--- config.mk ---
export PLATFORM = sky130hd
export DESIGN_NAME = usb_tx_bitstuff_nrzi_flat
export DESIGN_NICKNAME = d
export VERILOG_FILES = /design/src/rtl/usb_tx_bitstuff_nrzi_if.sv /design/src/rtl/usb_tx_bitstuff_nrzi.sv /design/src/flat_wrapper.sv
export SDC_FILE = /design/constraint.sdc
export NUM_CORES = 1
export LEC_CHECK = 0
export ABC_AREA = 1
export BUFFER_PORTS_ARGS = -buffer_cell sky130_fd_sc_hd__buf_2
export CAP_MARGIN = 20
export CORE_UTILIZATION = 35
export CTS_BUF_LIST = sky130_fd_sc_hd__clkbuf_16
export CTS_CLUSTER_SIZE = 40
export DETAILED_ROUTE_END_ITERATION = 8
export GPL_ROUTABILITY_DRIVEN = 0
export GPL_TIMING_DRIVEN = 0
export PLACE_DENSITY_LB_ADDON = 0.1
export SLEW_MARGIN = 20
export SYNTH_ARGS = -nofsm -noshare
export SYNTH_HDL_FRONTEND = slang
export SYNTH_SLANG_ARGS = --single-unit
--- constraint.sdc ---
create_clock -name clk -period 2.3 [get_ports clk]
set_clock_uncertainty 0.1 [all_clocks]
set_input_delay 0 -clock clk [delete_from_list [all_inputs] [get_ports clk]]
set_output_delay 0 -clock clk [all_outputs]
set_load 0.03 [all_outputs]
--- src/rtl/usb_tx_bitstuff_nrzi_if.sv ---
// Handshake and line signals of the USB transmit bit-stuff / NRZI stage.
// master = upstream/bench side, slave = the line stage itself.
interface usb_tx_bitstuff_nrzi_if;
  logic bit_tick;
  logic tx_start;
  logic bit_in;
  logic bit_valid;
  logic tx_eop;
  logic bit_ready;
  logic tx_dp;
  logic tx_dm;
  logic tx_oe;
  logic busy;
  logic underrun;

  modport master (
    output bit_tick, tx_start, bit_in, bit_valid, tx_eop,
    input  bit_ready, tx_dp, tx_dm, tx_oe, busy, underrun
  );

  modport slave (
    input  bit_tick, tx_start, bit_in, bit_valid, tx_eop,
    output bit_ready, tx_dp, tx_dm, tx_oe, busy, underrun
  );
endinterface

--- src/rtl/usb_tx_bitstuff_nrzi.sv ---
// USB transmit line stage: bit stuffing, NRZI encoding and EOP generation.
// Define USB_TX_LOW_SPEED_EN for low-speed line polarity (J = dp 0 / dm 1).
module usb_tx_bitstuff_nrzi #(
  parameter int unsigned STUFF_LEN    = 6,
  parameter int unsigned EOP_SE0_BITS = 2
) (
  input  logic                   clk,
  input  logic                   RST,
  usb_tx_bitstuff_nrzi_if.slave  bus
);

`ifdef USB_TX_LOW_SPEED_EN
  localparam logic J_DP = 1'b0;
`else
  localparam logic J_DP = 1'b1;
`endif

  localparam logic [3:0] STUFF_MAX = 4'(STUFF_LEN);
  localparam logic [2:0] SE0_MAX   = 3'(EOP_SE0_BITS);

  typedef enum logic [2:0] {
    S_IDLE,
    S_DATA,
    S_STUFF,
    S_EOP_SE0,
    S_EOP_J
  } state_t;

  state_t     state_q, state_d;
  logic       level_q, level_d;
  logic [3:0] ones_q, ones_d;
  logic [2:0] se0_q, se0_d;
  logic       dp_q, dp_d;
  logic       dm_q, dm_d;
  logic       oe_q, oe_d;
  logic       underrun_q, underrun_d;

  always_ff @(posedge clk) begin
    if (RST) begin
      state_q    <= S_IDLE;
      level_q    <= J_DP;
      ones_q     <= '0;
      se0_q      <= '0;
      dp_q       <= J_DP;
      dm_q       <= ~J_DP;
      oe_q       <= 1'b0;
      underrun_q <= 1'b0;
    end else begin
      state_q    <= state_d;
      level_q    <= level_d;
      ones_q     <= ones_d;
      se0_q      <= se0_d;
      dp_q       <= dp_d;
      dm_q       <= dm_d;
      oe_q       <= oe_d;
      underrun_q <= underrun_d;
    end
  end

  // Line registers always show what the current state emits during its bit-time;
  // the first SE0 is emitted on the tick that finds the data exhausted.
  always_comb begin
    state_d    = state_q;
    level_d    = level_q;
    ones_d     = ones_q;
    se0_d      = se0_q;
    dp_d       = dp_q;
    dm_d       = dm_q;
    oe_d       = oe_q;
    underrun_d = 1'b0;
    case (state_q)
      S_IDLE: begin
        if (bus.tx_start) begin
          state_d = S_DATA;
          oe_d    = 1'b1;
        end
      end
      S_DATA: begin
        if (bus.bit_tick) begin
          if (bus.bit_valid) begin
            if (bus.bit_in) begin
              if (ones_q < STUFF_MAX) ones_d = ones_q + 4'd1;
              if (ones_q >= STUFF_MAX - 4'd1) state_d = S_STUFF;
            end else begin
              level_d = ~level_q;
              ones_d  = '0;
            end
            dp_d = level_d;
            dm_d = ~level_d;
          end else begin
            underrun_d = ~bus.tx_eop;
            dp_d       = 1'b0;
            dm_d       = 1'b0;
            se0_d      = 3'd1;
            state_d    = S_EOP_SE0;
          end
        end
      end
      S_STUFF: begin
        if (bus.bit_tick) begin
          level_d = ~level_q;
          ones_d  = '0;
          dp_d    = ~level_q;
          dm_d    = level_q;
          state_d = S_DATA;
        end
      end
      S_EOP_SE0: begin
        if (bus.bit_tick) begin
          if (se0_q >= SE0_MAX) begin
            level_d = J_DP;
            dp_d    = J_DP;
            dm_d    = ~J_DP;
            state_d = S_EOP_J;
          end else begin
            se0_d = se0_q + 3'd1;
          end
        end
      end
      S_EOP_J: begin
        if (bus.bit_tick) begin
          oe_d    = 1'b0;
          ones_d  = '0;
          se0_d   = '0;
          level_d = J_DP;
          state_d = S_IDLE;
        end
      end
      default: state_d = S_IDLE;
    endcase
  end

  assign bus.bit_ready = (state_q == S_DATA) && bus.bit_tick && bus.bit_valid && !RST;
  assign bus.tx_dp     = dp_q;
  assign bus.tx_dm     = dm_q;
  assign bus.tx_oe     = oe_q;
  assign bus.busy      = (state_q != S_IDLE);
  assign bus.underrun  = underrun_q;

endmodule
--- src/flat_wrapper.sv ---
// flat-port wrapper written by rule: the top's interface ports become plain ports
module usb_tx_bitstuff_nrzi_flat 
#(
  parameter int unsigned STUFF_LEN    = 6,
  parameter int unsigned EOP_SE0_BITS = 2
)
  (clk, RST, bus_bit_tick, bus_tx_start, bus_bit_in, bus_bit_valid, bus_tx_eop, bus_bit_ready, bus_tx_dp, bus_tx_dm, bus_tx_oe, bus_busy, bus_underrun);
  usb_tx_bitstuff_nrzi_if bus_i ();
  input  logic clk;
  input  logic RST;
  input wire logic [$bits(bus_i.bit_tick)-1:0] bus_bit_tick;
  input wire logic [$bits(bus_i.tx_start)-1:0] bus_tx_start;
  input wire logic [$bits(bus_i.bit_in)-1:0] bus_bit_in;
  input wire logic [$bits(bus_i.bit_valid)-1:0] bus_bit_valid;
  input wire logic [$bits(bus_i.tx_eop)-1:0] bus_tx_eop;
  output wire logic [$bits(bus_i.bit_ready)-1:0] bus_bit_ready;
  output wire logic [$bits(bus_i.tx_dp)-1:0] bus_tx_dp;
  output wire logic [$bits(bus_i.tx_dm)-1:0] bus_tx_dm;
  output wire logic [$bits(bus_i.tx_oe)-1:0] bus_tx_oe;
  output wire logic [$bits(bus_i.busy)-1:0] bus_busy;
  output wire logic [$bits(bus_i.underrun)-1:0] bus_underrun;
  assign bus_i.bit_tick = bus_bit_tick;
  assign bus_i.tx_start = bus_tx_start;
  assign bus_i.bit_in = bus_bit_in;
  assign bus_i.bit_valid = bus_bit_valid;
  assign bus_i.tx_eop = bus_tx_eop;
  assign bus_bit_ready = bus_i.bit_ready;
  assign bus_tx_dp = bus_i.tx_dp;
  assign bus_tx_dm = bus_i.tx_dm;
  assign bus_tx_oe = bus_i.tx_oe;
  assign bus_busy = bus_i.busy;
  assign bus_underrun = bus_i.underrun;
  usb_tx_bitstuff_nrzi #(.STUFF_LEN(STUFF_LEN), .EOP_SE0_BITS(EOP_SE0_BITS)) u_core (.clk(clk), .RST(RST), .bus(bus_i));
endmodule
==> impl_metrics.ini <==
[run_status]
status = finished, final reports clean

[synth]
avgSynthCellArea_um2 = 6.23
syn_area_um2 = 941
synthDistinctLibCells = 21
ys.warnings.count = 0
synth-seq-cells = 15
syn-num-nets = 163
synth_seq_area_share_pct = 31.9
netlist_instances = 151

[finish]
fin_nets = 182
final_util_pct = 45.7
layout_commonest_cell = nand2_1
drive_above_1_share_pct = 14.8
layout_common_cells = 44 x nand2_1, 22 x inv_1, 15 x dfxtp_1, 14 x nor2_1, 11 x buf_2
diodes = 0
finalInstanceArea_um2 = 1140
syn2layout_area_growth_pct = 21.5

[worst_setup_path]
rr_worst_depth = 9
critPathSlowestCell = dfxtp_1
cp_max_fo = 6
worst-path-buf-inv = 1
worst_setup_path_startpoint = u_core.state_q[0]
path_class = reg2out
worst_r2r_startpoint = u_core.state_q[2]
cp_cell_sequence = nand2_2 > nor2_2 > nand2_1 > nor3_1 > buf_2
critPathCapture = bus_bit_ready
endpoint_kind = output port
cp.depth = 5
cp.required_ns = 2.20
critPathLaunchType = flop
r2r_end = u_core.ones_q[0]
reg2reg_slack_ns = 0.67
critPathTopFamily = simple AND/OR/NAND/NOR gates
cpPeakStageDelay_ns = 0.45
crit_arrival_ns = 1.57

[timing]
min_period_ns = 1.67
worst_slack_ns = 0.631
relSlewSlack_pct = 74.3
setup_viol = 0
hold_violations = 0
worst_pin_slew_ns = 0.386
report.final.slew_viol_count = 0
rsz0062_at_grt = false
timing.fmax_ghz = 0.599
min_period_over_period_pct = 72.6
setup_tns_ns = 0

[clock_network]
cts_buffer_depth = 2
clk_pin_slew_ns = 0.05
root_buffer = clkbuf_16
cts_sinks = 15
postCtsSetupBuffers = 0
h-tree-depth = 1
insertion_delay_ns = 0.25
cts_tree = done
cts-buffers-inserted = 3

[job]
maxCapViolCount = 0

[power_and_ir_drop]
leakage_nw = 0.574
ir_worst_vdd_v = 0.000595
power_density_nw_per_um2 = 1130

[route]
num_vias = 969
via_per_inst = 4.87
wire_per_inst_um = 10.6
wl_mm = 2.11
first_iter_violations = 18
ant_nets = 0
route.detailed.drc = 0
drt-pass1-iter-count = 4

[floorplan]
die_area_um2 = 2900
rows = 18
start_util_pct = 37.6
fp.dieW_um = 53.9
core-area_um2 = 2500
die_h_um = 53.9
ios = 13

[grt]
grt_max_degree = 10
grt_pass1_vias = 818
grt_overflow = 0
grt.total_usage_pct = 17.0
grt_pass1_wl_mm = 3.53
antenna_found_initial = 0

[placed_design]
dp_slack_ns = 0.715
dp_hpwl_mm = 1.63
portBuffers = 11
place_area_um2 = 1030

[hold_path]
hp-class = in2reg
[cells in the mapped netlist, drive strengths merged]
cell / number / area [um2]
buf: 1 / 3.75
o21ai: 11 / 55.1
nand4: 4 / 25.0
nand2: 45 / 171
nand3: 8 / 40.0
a21oi: 10 / 50.1
xnor2: 1 / 8.76
nand3b: 1 / 7.51
or2: 1 / 6.26
nor2: 20 / 90.1
nor4: 1 / 6.26
nor3: 2 / 10.0
a31oi: 1 / 6.26
dfxtp: 15 / 300
a211oi: 1 / 7.51
inv: 24 / 90.1
ha: 5 / 62.6
[logic make-up after synthesis]
logic type / Yosys count / share of synthesized area, %
buffers and inverters: 25 / 9.97
AO/OA/AOI/OAI: 23 / 12.6
AND/OR/NAND/NOR: 82 / 37.9
adder cells (fa/ha/maj): 5 / 6.65
flip-flops: 15 / 31.9
XOR/XNOR: 1 / 0.931
[where the power goes]
group	total [W]	leakage (nW)	internal, W	switching [W]
combinational	0.000561	0.410	0.000187	0.000375
clock	0.000345	0.0409	0.000233	0.000113
sequential	0.000382	0.123	0.000321	0.0000610
[area by class of cell]
cell class | count | area, um2
timing repair buffer | 14 | 85.1
clock inverter | 1 | 5.00
sequential | 15 | 300
fill | 269 | 1360
clock buffer | 3 | 75.1
inverter | 24 | 90.1
tap | 30 | 37.5
multi-input combinational | 111 | 547
buffer | 1 | 3.75
[what timing repair did]
action                                  in CTS  in global routing
gates resized for setup                      0                  0
endpoints found under the hold margin        3                  0
hold buffers                                 3                  0
endpoints found under the setup margin       0                  0
[through the flow]
step	cells	hold WS [ns]	total power [W]
6_report	199	0.00705	0.00129
5_1_grt	199	0.0479	0.00139
4_1_cts	199	0.00913	0.00129
3_5_place_dp	192	0.0651	0.000944
3_3_place_gp	192	0.0643	0.000938
2_1_floorplan	151	-0.0229	0.000817
[state kept, by name, summed over array words and instances (netlist names)]
signal / flops
u_core.state_q: 3
u_core.bus.tx_dp: 1
u_core.bus.tx_oe: 1
u_core.bus.tx_dm: 1
u_core.level_q: 1
u_core.bus.underrun: 1
u_core.se0_q: 3
u_core.ones_q: 4
[how the worst min path moves through the flow]
| stage | depth (start not counted) | slack [ns] | endpoint | from |
|---|---|---|---|---|
| floorplan | 1 | -0.02 | u_core.bus.underrun | bus_tx_eop |
| global placement | 2 | 0.06 | u_core.bus.underrun | bus_tx_eop |
| detailed placement | 2 | 0.07 | u_core.bus.underrun | bus_tx_eop |
| CTS | 2 | 0.009 | u_core.ones_q[3] | RST |
| global route | 2 | 0.05 | u_core.ones_q[3] | RST |
| finish | 2 | 0.007 | u_core.ones_q[3] | RST |
[layer usage]
metal | vias to the layer above | part of all wire, % | global-route usage, %
met1 | 424 | 55 | 25.0
met2 | 22 | 40 | 23.9
met5 | - | 0 | 0
met4 | 0 | 0.95 | 7.89
met3 | 4 | 4.5 | 2.54
li1 | 519 | - | -
No activity file was read; power rests on OpenSTA's default activity.
